## config.mk

```make
export PLATFORM = sky130hd
export DESIGN_NAME = wb_arbiter_flat
export DESIGN_NICKNAME = d
export VERILOG_FILES = /design/src/rtl/wb_arbiter_if.sv /design/src/rtl/wb_arbiter.sv /design/src/flat_wrapper.sv
export SDC_FILE = /design/constraint.sdc
export NUM_CORES = 1
export LEC_CHECK = 0
export ABC_AREA = 1
export CAP_MARGIN = 10
export CORE_ASPECT_RATIO = 1.25
export CORE_MARGIN = 3
export CORE_UTILIZATION = 35
export DETAILED_ROUTE_END_ITERATION = 16
export PLACE_DENSITY_LB_ADDON = 0.25
export SLEW_MARGIN = 40
export SYNTH_ARGS = -nofsm -noshare
export SYNTH_HDL_FRONTEND = slang
export SYNTH_SLANG_ARGS = --single-unit
```

## constraint.sdc

```tcl
create_clock -name clk -period 10 [get_ports clk]
set_input_delay 2 -clock clk [delete_from_list [all_inputs] [get_ports clk]]
set_output_delay 2 -clock clk [all_outputs]
set_load 0.1 [all_outputs]
```

## src/rtl/wb_arbiter_if.sv

```systemverilog
// Write-back bus bundle between the ALU/memory producers and the register-file write arbiter.
// "master" is the producer/pipeline side, "slave" is the arbiter.
interface wb_arbiter_if #(
    parameter int DEPTH = 4,
    parameter int DW    = 32,
    parameter int AW    = 5
);
    localparam int CW = $clog2(DEPTH) + 1;

    logic              alu_valid;
    logic [AW-1:0]     alu_reg;
    logic [DW-1:0]     alu_data;
    logic              mem_valid;
    logic              mem_ready;
    logic [AW-1:0]     mem_reg;
    logic [DW-1:0]     mem_data;
    logic              regwrite;
    logic [AW-1:0]     wrreg;
    logic [DW-1:0]     wrdata;
    logic [2**AW-1:0]  busy_mask;
    logic [CW-1:0]     fifo_count;

    modport master (
        output alu_valid, alu_reg, alu_data, mem_valid, mem_reg, mem_data,
        input  mem_ready, regwrite, wrreg, wrdata, busy_mask, fifo_count
    );

    modport slave (
        input  alu_valid, alu_reg, alu_data, mem_valid, mem_reg, mem_data,
        output mem_ready, regwrite, wrreg, wrdata, busy_mask, fifo_count
    );
endinterface

```

## src/rtl/wb_arbiter.sv

```systemverilog
// Write-back arbiter: the ALU result has strict priority on the register-file write port, memory
// results wait in a small FIFO whose entries are killed when a younger ALU write hits the same register.
module wb_arbiter #(
    parameter int DEPTH = 4,
    parameter int DW    = 32,
    parameter int AW    = 5
) (
    input  logic          clk,
    input  logic          rst,
    wb_arbiter_if.slave   bus
);
    localparam int PW = (DEPTH > 1) ? $clog2(DEPTH) : 1;
    localparam int CW = $clog2(DEPTH) + 1;
    localparam logic [CW-1:0] FULL_CNT = CW'(DEPTH);

    logic [AW-1:0]    ent_reg_r  [DEPTH];
    logic [DW-1:0]    ent_data_r [DEPTH];
    logic [DEPTH-1:0] vld_r;
    logic [DEPTH-1:0] kill_r;
    logic [PW-1:0]    wr_ptr_r;
    logic [PW-1:0]    rd_ptr_r;
    logic [CW-1:0]    count_r;

    logic             regwrite_r;
    logic [AW-1:0]    wrreg_r;
    logic [DW-1:0]    wrdata_r;

    logic             alu_nz_s;
    logic             full_s;
    logic             push_s;
    logic             pop_s;
    logic             head_live_s;
    logic [2**AW-1:0] busy_s;

    assign alu_nz_s    = bus.alu_valid && (bus.alu_reg != {AW{1'b0}});
    assign full_s      = (count_r == FULL_CNT);
    assign push_s      = bus.mem_valid && !full_s;
    assign pop_s       = !bus.alu_valid && (count_r != {CW{1'b0}});
    assign head_live_s = !kill_r[rd_ptr_r] && (ent_reg_r[rd_ptr_r] != {AW{1'b0}});

    // Pending-write mask: every queued, unkilled entry targeting a real register
    always_comb begin
        busy_s = {(2**AW){1'b0}};
        for (int i = 0; i < DEPTH; i++) begin
            if (vld_r[i] && !kill_r[i] && (ent_reg_r[i] != {AW{1'b0}})) begin
                busy_s[ent_reg_r[i]] = 1'b1;
            end else begin
                busy_s = busy_s;
            end
        end
    end

    // FIFO storage, per-slot valid/kill state and WAW kill on ALU writes
    always_ff @(posedge clk or posedge rst) begin
        if (rst) begin
            for (int i = 0; i < DEPTH; i++) begin
                ent_reg_r[i]  <= {AW{1'b0}};
                ent_data_r[i] <= {DW{1'b0}};
            end
            vld_r    <= {DEPTH{1'b0}};
            kill_r   <= {DEPTH{1'b0}};
            wr_ptr_r <= {PW{1'b0}};
            rd_ptr_r <= {PW{1'b0}};
            count_r  <= {CW{1'b0}};
        end else begin
            for (int i = 0; i < DEPTH; i++) begin
                if (push_s && (PW'(i) == wr_ptr_r)) begin
                    // A same-edge push is older than the ALU write, so it is killed too
                    ent_reg_r[i]  <= bus.mem_reg;
                    ent_data_r[i] <= bus.mem_data;
                    vld_r[i]      <= 1'b1;
                    kill_r[i]     <= alu_nz_s && (bus.mem_reg == bus.alu_reg);
                end else if (pop_s && (PW'(i) == rd_ptr_r)) begin
                    vld_r[i]  <= 1'b0;
                    kill_r[i] <= 1'b0;
                end else if (vld_r[i] && alu_nz_s && (ent_reg_r[i] == bus.alu_reg)) begin
                    kill_r[i] <= 1'b1;
                end else begin
                    kill_r[i] <= kill_r[i];
                end
            end
            if (push_s) begin
                wr_ptr_r <= wr_ptr_r + PW'(1);
            end else begin
                wr_ptr_r <= wr_ptr_r;
            end
            if (pop_s) begin
                rd_ptr_r <= rd_ptr_r + PW'(1);
            end else begin
                rd_ptr_r <= rd_ptr_r;
            end
            case ({push_s, pop_s})
                2'b10:   count_r <= count_r + CW'(1);
                2'b01:   count_r <= count_r - CW'(1);
                default: count_r <= count_r;
            endcase
        end
    end

    // Write-port register; wrreg/wrdata only move on a write that really happens
    always_ff @(posedge clk or posedge rst) begin
        if (rst) begin
            regwrite_r <= 1'b0;
            wrreg_r    <= {AW{1'b0}};
            wrdata_r   <= {DW{1'b0}};
        end else if (bus.alu_valid) begin
            regwrite_r <= alu_nz_s;
            if (alu_nz_s) begin
                wrreg_r  <= bus.alu_reg;
                wrdata_r <= bus.alu_data;
            end else begin
                wrreg_r  <= wrreg_r;
                wrdata_r <= wrdata_r;
            end
        end else if (pop_s) begin
            regwrite_r <= head_live_s;
            if (head_live_s) begin
                wrreg_r  <= ent_reg_r[rd_ptr_r];
                wrdata_r <= ent_data_r[rd_ptr_r];
            end else begin
                wrreg_r  <= wrreg_r;
                wrdata_r <= wrdata_r;
            end
        end else begin
            regwrite_r <= 1'b0;
            wrreg_r    <= wrreg_r;
            wrdata_r   <= wrdata_r;
        end
    end

    assign bus.mem_ready  = !full_s;
    assign bus.regwrite   = regwrite_r;
    assign bus.wrreg      = wrreg_r;
    assign bus.wrdata     = wrdata_r;
    assign bus.busy_mask  = busy_s;
    assign bus.fifo_count = count_r;
endmodule

```

## src/flat_wrapper.sv

```systemverilog
// flat-port wrapper written by rule: the top's interface ports become plain ports
module wb_arbiter_flat 
#(
    parameter int DEPTH = 4,
    parameter int DW    = 32,
    parameter int AW    = 5
)
  (clk, rst, bus_alu_valid, bus_alu_reg, bus_alu_data, bus_mem_valid, bus_mem_reg, bus_mem_data, bus_mem_ready, bus_regwrite, bus_wrreg, bus_wrdata, bus_busy_mask, bus_fifo_count);
  wb_arbiter_if #(.DEPTH(DEPTH), .DW(DW), .AW(AW)) bus_i ();
  input  logic clk;
  input  logic rst;
  input wire logic [$bits(bus_i.alu_valid)-1:0] bus_alu_valid;
  input wire logic [$bits(bus_i.alu_reg)-1:0] bus_alu_reg;
  input wire logic [$bits(bus_i.alu_data)-1:0] bus_alu_data;
  input wire logic [$bits(bus_i.mem_valid)-1:0] bus_mem_valid;
  input wire logic [$bits(bus_i.mem_reg)-1:0] bus_mem_reg;
  input wire logic [$bits(bus_i.mem_data)-1:0] bus_mem_data;
  output wire logic [$bits(bus_i.mem_ready)-1:0] bus_mem_ready;
  output wire logic [$bits(bus_i.regwrite)-1:0] bus_regwrite;
  output wire logic [$bits(bus_i.wrreg)-1:0] bus_wrreg;
  output wire logic [$bits(bus_i.wrdata)-1:0] bus_wrdata;
  output wire logic [$bits(bus_i.busy_mask)-1:0] bus_busy_mask;
  output wire logic [$bits(bus_i.fifo_count)-1:0] bus_fifo_count;
  assign bus_i.alu_valid = bus_alu_valid;
  assign bus_i.alu_reg = bus_alu_reg;
  assign bus_i.alu_data = bus_alu_data;
  assign bus_i.mem_valid = bus_mem_valid;
  assign bus_i.mem_reg = bus_mem_reg;
  assign bus_i.mem_data = bus_mem_data;
  assign bus_mem_ready = bus_i.mem_ready;
  assign bus_regwrite = bus_i.regwrite;
  assign bus_wrreg = bus_i.wrreg;
  assign bus_wrdata = bus_i.wrdata;
  assign bus_busy_mask = bus_i.busy_mask;
  assign bus_fifo_count = bus_i.fifo_count;
  wb_arbiter #(.DEPTH(DEPTH), .DW(DW), .AW(AW)) u_core (.clk(clk), .rst(rst), .bus(bus_i));
endmodule
```

==> impl_metrics.prom <==
# TYPE chip_impl_metric gauge
chip_impl_info{name="outcome",value="complete, no violations"} 1
chip_impl_metric{name="drt_iter0_drc",unit=""} 905
chip_impl_metric{name="max-slew-margin-rel",unit="%"} 48.9
chip_impl_metric{name="final_min_period_over_clock_period",unit="%"} 47.0
chip_impl_metric{name="post_cts_hold_buffer_count",unit=""} 0
chip_impl_metric{name="crit_path_max_incr_delay",unit="ns"} 0.52
chip_impl_metric{name="grt_pass1_vias",unit=""} 10400
chip_impl_metric{name="numnets_final",unit=""} 1716
chip_impl_metric{name="avgRoutedWirePerCell",unit="µm"} 17.5
chip_impl_metric{name="synth_seq_area_share",unit="%"} 45.9
chip_impl_info{name="ys.flop_type",value="dfrtp_1"} 1
chip_impl_metric{name="cts_setup_buffers",unit=""} 0
chip_impl_metric{name="setup-violations-final",unit=""} 0
chip_impl_metric{name="die_height",unit="µm"} 204
chip_impl_metric{name="core.rowCount",unit=""} 71
chip_impl_info{name="worst_setup_path_end_kind",value="primary output"} 1
chip_impl_info{name="ctsRootBufferMaster",value="clkbuf_16"} 1
chip_impl_info{name="critical-path-top-delay-family",value="buffers and inverters"} 1
chip_impl_metric{name="routability_congestion_estimate",unit=""} 0.966
chip_impl_metric{name="dr_total_vias",unit=""} 10400
chip_impl_metric{name="synth_top_cell_area_share",unit="%"} 45.9
chip_impl_metric{name="fin_skew",unit="ns"} 0.00876
chip_impl_metric{name="timing.final.hold_violations",unit=""} 0
chip_impl_metric{name="required",unit="ns"} 8.00
chip_impl_metric{name="final_core_util",unit="%"} 42.5
chip_impl_info{name="combinational_family_with_the_most_area_after_synthesis",value="simple AND/OR/NAND/NOR gates"} 1
chip_impl_metric{name="worstPathArrival",unit="ns"} 2.70
chip_impl_metric{name="port_buffers",unit=""} 150
chip_impl_info{name="post-synth-top-area-cell",value="dfrtp_1"} 1
chip_impl_metric{name="pwr_density_cell",unit="mW/mm²"} 378
chip_impl_metric{name="power.ir.vdd_worst",unit="V"} 0.000261
chip_impl_metric{name="synth.yosys.warnings",unit=""} 0
chip_impl_metric{name="initial_core_util",unit="%"} 36.0
chip_impl_metric{name="detail_route.wirelength",unit="µm"} 35800
chip_impl_metric{name="postSynthRegisterBits",unit=""} 201
chip_impl_metric{name="avgViaCountPerCell",unit=""} 5.11
chip_impl_metric{name="yosys-mux-area-fraction",unit="%"} 0
chip_impl_metric{name="timing_worst_slew_pin_value",unit="ns"} 0.761
chip_impl_metric{name="syn2layout_area_growth",unit="%"} 18.3
chip_impl_metric{name="floorplan.io_pins",unit=""} 152
chip_impl_metric{name="setup_tns_final",unit="ns"} 0
chip_impl_metric{name="clk_transition_reported_paths",unit="ns"} 0.06
chip_impl_metric{name="worst-path-buf-inv",unit=""} 5
chip_impl_metric{name="synth-edff-count",unit=""} 0
chip_impl_metric{name="ant_nets",unit=""} 0
chip_impl_metric{name="syn-cell-area",unit="mm²"} 0.0110
chip_impl_metric{name="yosysUniqueCellTypes",unit=""} 29
chip_impl_metric{name="post_synth.cell_area_avg",unit="µm²"} 7.17
chip_impl_metric{name="first_pass_iters",unit=""} 6
chip_impl_metric{name="dpl_worst_slack",unit="ns"} 4.80
chip_impl_metric{name="synth_compound_area_share",unit="%"} 13.6
chip_impl_metric{name="post_synthesis_xor_xnor_area_fraction",unit="%"} 1.20
chip_impl_metric{name="synth-async-reset-ratio",unit="%"} 100
chip_impl_metric{name="post_synth_simple_gate_area",unit="%"} 28.5
chip_impl_info{name="final_common_cell",value="nand2_1"} 1
chip_impl_info{name="synthTopCellsByArea",value="dfrtp_1, nand2_1, o21ai_0"} 1
chip_impl_metric{name="maximum_number_of_pins_on_one_net_before_global_route_repair",unit=""} 139
chip_impl_metric{name="die_area",unit="mm²"} 0.0335
chip_impl_metric{name="netlist_instances",unit=""} 1528
chip_impl_metric{name="clk_path_buf_depth",unit=""} 3
chip_impl_info{name="cts_tree",value="done"} 1
chip_impl_metric{name="number_of_clock_buffers_inserted_by_tritoncts",unit=""} 22
chip_impl_info{name="timing.critical_path.cells",value="inv_1, nand3_1, o21ai_0, inv_1, nand2_1, inv_1, nand2_1, nand2_1, inv_1, nand2_1, buf_2"} 1
chip_impl_metric{name="final_layout_size_suffix_gt1_share",unit="%"} 7.73
chip_impl_metric{name="horiz_die_dim",unit="µm"} 164
chip_impl_metric{name="postCtsResizedCells",unit=""} 0
chip_impl_metric{name="clock_sink_count",unit=""} 201
chip_impl_metric{name="timing.final.ws_setup",unit="ns"} 5.30
chip_impl_metric{name="coreArea",unit="mm²"} 0.0305
chip_impl_metric{name="remaining_drc_errors",unit=""} 0
chip_impl_info{name="critical_path.slowest_cell",value="dfrtp_1"} 1
chip_impl_metric{name="htreeDepth",unit=""} 1
chip_impl_metric{name="place_hpwl",unit="µm"} 24100
chip_impl_metric{name="synth_adder_area_share",unit="%"} 1.21
chip_impl_metric{name="grt.total_usage",unit="%"} 21.6
chip_impl_info{name="worstHoldPathType",value="reg -> reg"} 1
chip_impl_metric{name="clock.fmax",unit="GHz"} 0.213
chip_impl_metric{name="leakage_power",unit="µW"} 0.00657
chip_impl_metric{name="grt_antenna_before_repair",unit=""} 2
chip_impl_metric{name="synth_nets",unit=""} 1616
chip_impl_info{name="unrepaired_setup_endpoints_after_global_routing",value="no"} 1
chip_impl_metric{name="final_max_slew_viol_count",unit=""} 0
chip_impl_metric{name="global_route.overflow_total",unit=""} 0
chip_impl_info{name="critical_path_class",value="reg -> out"} 1
chip_impl_info{name="mostFrequentLayoutCells",value="nand2_1, dfrtp_1, o21ai_0, inv_1, nand3_1"} 1
chip_impl_metric{name="power",unit="µW"} 4900
chip_impl_metric{name="clk_latency",unit="ns"} 0.50
chip_impl_info{name="worst_setup_path_start_kind",value="flip-flop"} 1
chip_impl_metric{name="critPathMaxFanout",unit=""} 8
chip_impl_metric{name="timing.max_cap.violations",unit=""} 0
chip_impl_metric{name="grt_pass1_wl",unit="µm"} 57800
chip_impl_metric{name="layout_min_cycle_time",unit="ns"} 4.70
[area by class of cell]
cell class	count	area, µm²
well taps	401	502
fillers	3187	17500
multi-input cells	1084	4880
clock buffers	35	671
flip-flops and latches	201	5030
repair buffers	162	1230
inverters	157	607
clock inverters	3	40.0
diodes	1	2.50
[per-stage QoR]
step	hold WS, ns	std cells	area [µm²]
final	0.467	2044	13000
after global routing	0.489	2043	13000
after CTS	0.475	2043	13000
after detailed placement	0.456	2005	12200
after global placement	0.453	2005	12600
after floorplan	0.449	1528	11000
[cells in the mapped netlist, drive strengths merged (24+ instances only)]
cell type / n
inv: 156
o21ai: 170
clkbuf: 27
a21oi: 80
buf: 59
nor3: 24
dfrtp: 201
nand2: 575
nor2: 43
nand3: 124
[worst reg2reg max path, cell delays in order, from the launching register on]
cell     delay (ns)
dfrtp_4        0.70
buf_6          0.62
o21ai_0        0.21
nand3_1        0.10
nand2_1        0.08
inv_2          0.52
nand2_1        0.58
buf_4          0.39
nand2_1        0.10
nand2_1        0.05
[state kept, by name, indices dropped and copies added, names as in the netlist]
register,flops
u_core.bus.fifo_count,3
u_core.bus.regwrite,1
u_core.bus.wrdata,32
u_core.bus.wrreg,5
u_core.ent_data_r,128
u_core.ent_reg_r,20
u_core.kill_r,4
u_core.rd_ptr_r,2
u_core.vld_r,4
u_core.wr_ptr_r,2
[cell families (layout without fill, tap and decap cells)]
kind of cell | count (synthesis) | in the layout
fa+ha+maj | 10 | 10
flops | 201 | 201
buf+inv | 243 | 357
simple gates | 776 | 776
xor+xnor | 15 | 15
compound gates | 282 | 282
other cells | 1 | 2
[path summary, 6_finish.rpt]
path	start	to	slack [ns]	cells past startpoint
setup / recovery	u_core.ent_reg_r[18]	bus_busy_mask[28]	5.30	11
hold / removal	u_core.bus.wrreg[0]	u_core.bus.wrreg[0]	0.47	2
setup reg to reg	u_core.rd_ptr_r[0]	u_core.bus.wrdata[22]	6.53	9
hold reg to reg	u_core.bus.wrreg[0]	u_core.bus.wrreg[0]	0.47	2
max in group asynchronous	rst	u_core.ent_data_r[6]	6.90	3
min in group asynchronous	rst	u_core.ent_data_r[117]	2.06	2
[power by group]
group / total, µW / internal, µW / switching [µW] / leakage, µW
Combinational: 2620 / 571 / 2050 / 0.00373
Clock: 805 / 482 / 323 / 0.000350
Sequential: 1480 / 1210 / 272 / 0.00249
[per-layer routing]
metal | routed length [µm] | share of wire [%] | vias to the layer above | track usage (%)
li1 | - | - | 5075 | -
met1 | 14900 | 42 | 4897 | 28.2
met2 | 17200 | 48 | 396 | 35.8
met3 | 2660 | 7.4 | 72 | 4.00
met4 | 1060 | 3.0 | 4 | 7.34
met5 | 23 | 0.064 | - | 0
Power figures use the tool's default switching activity.
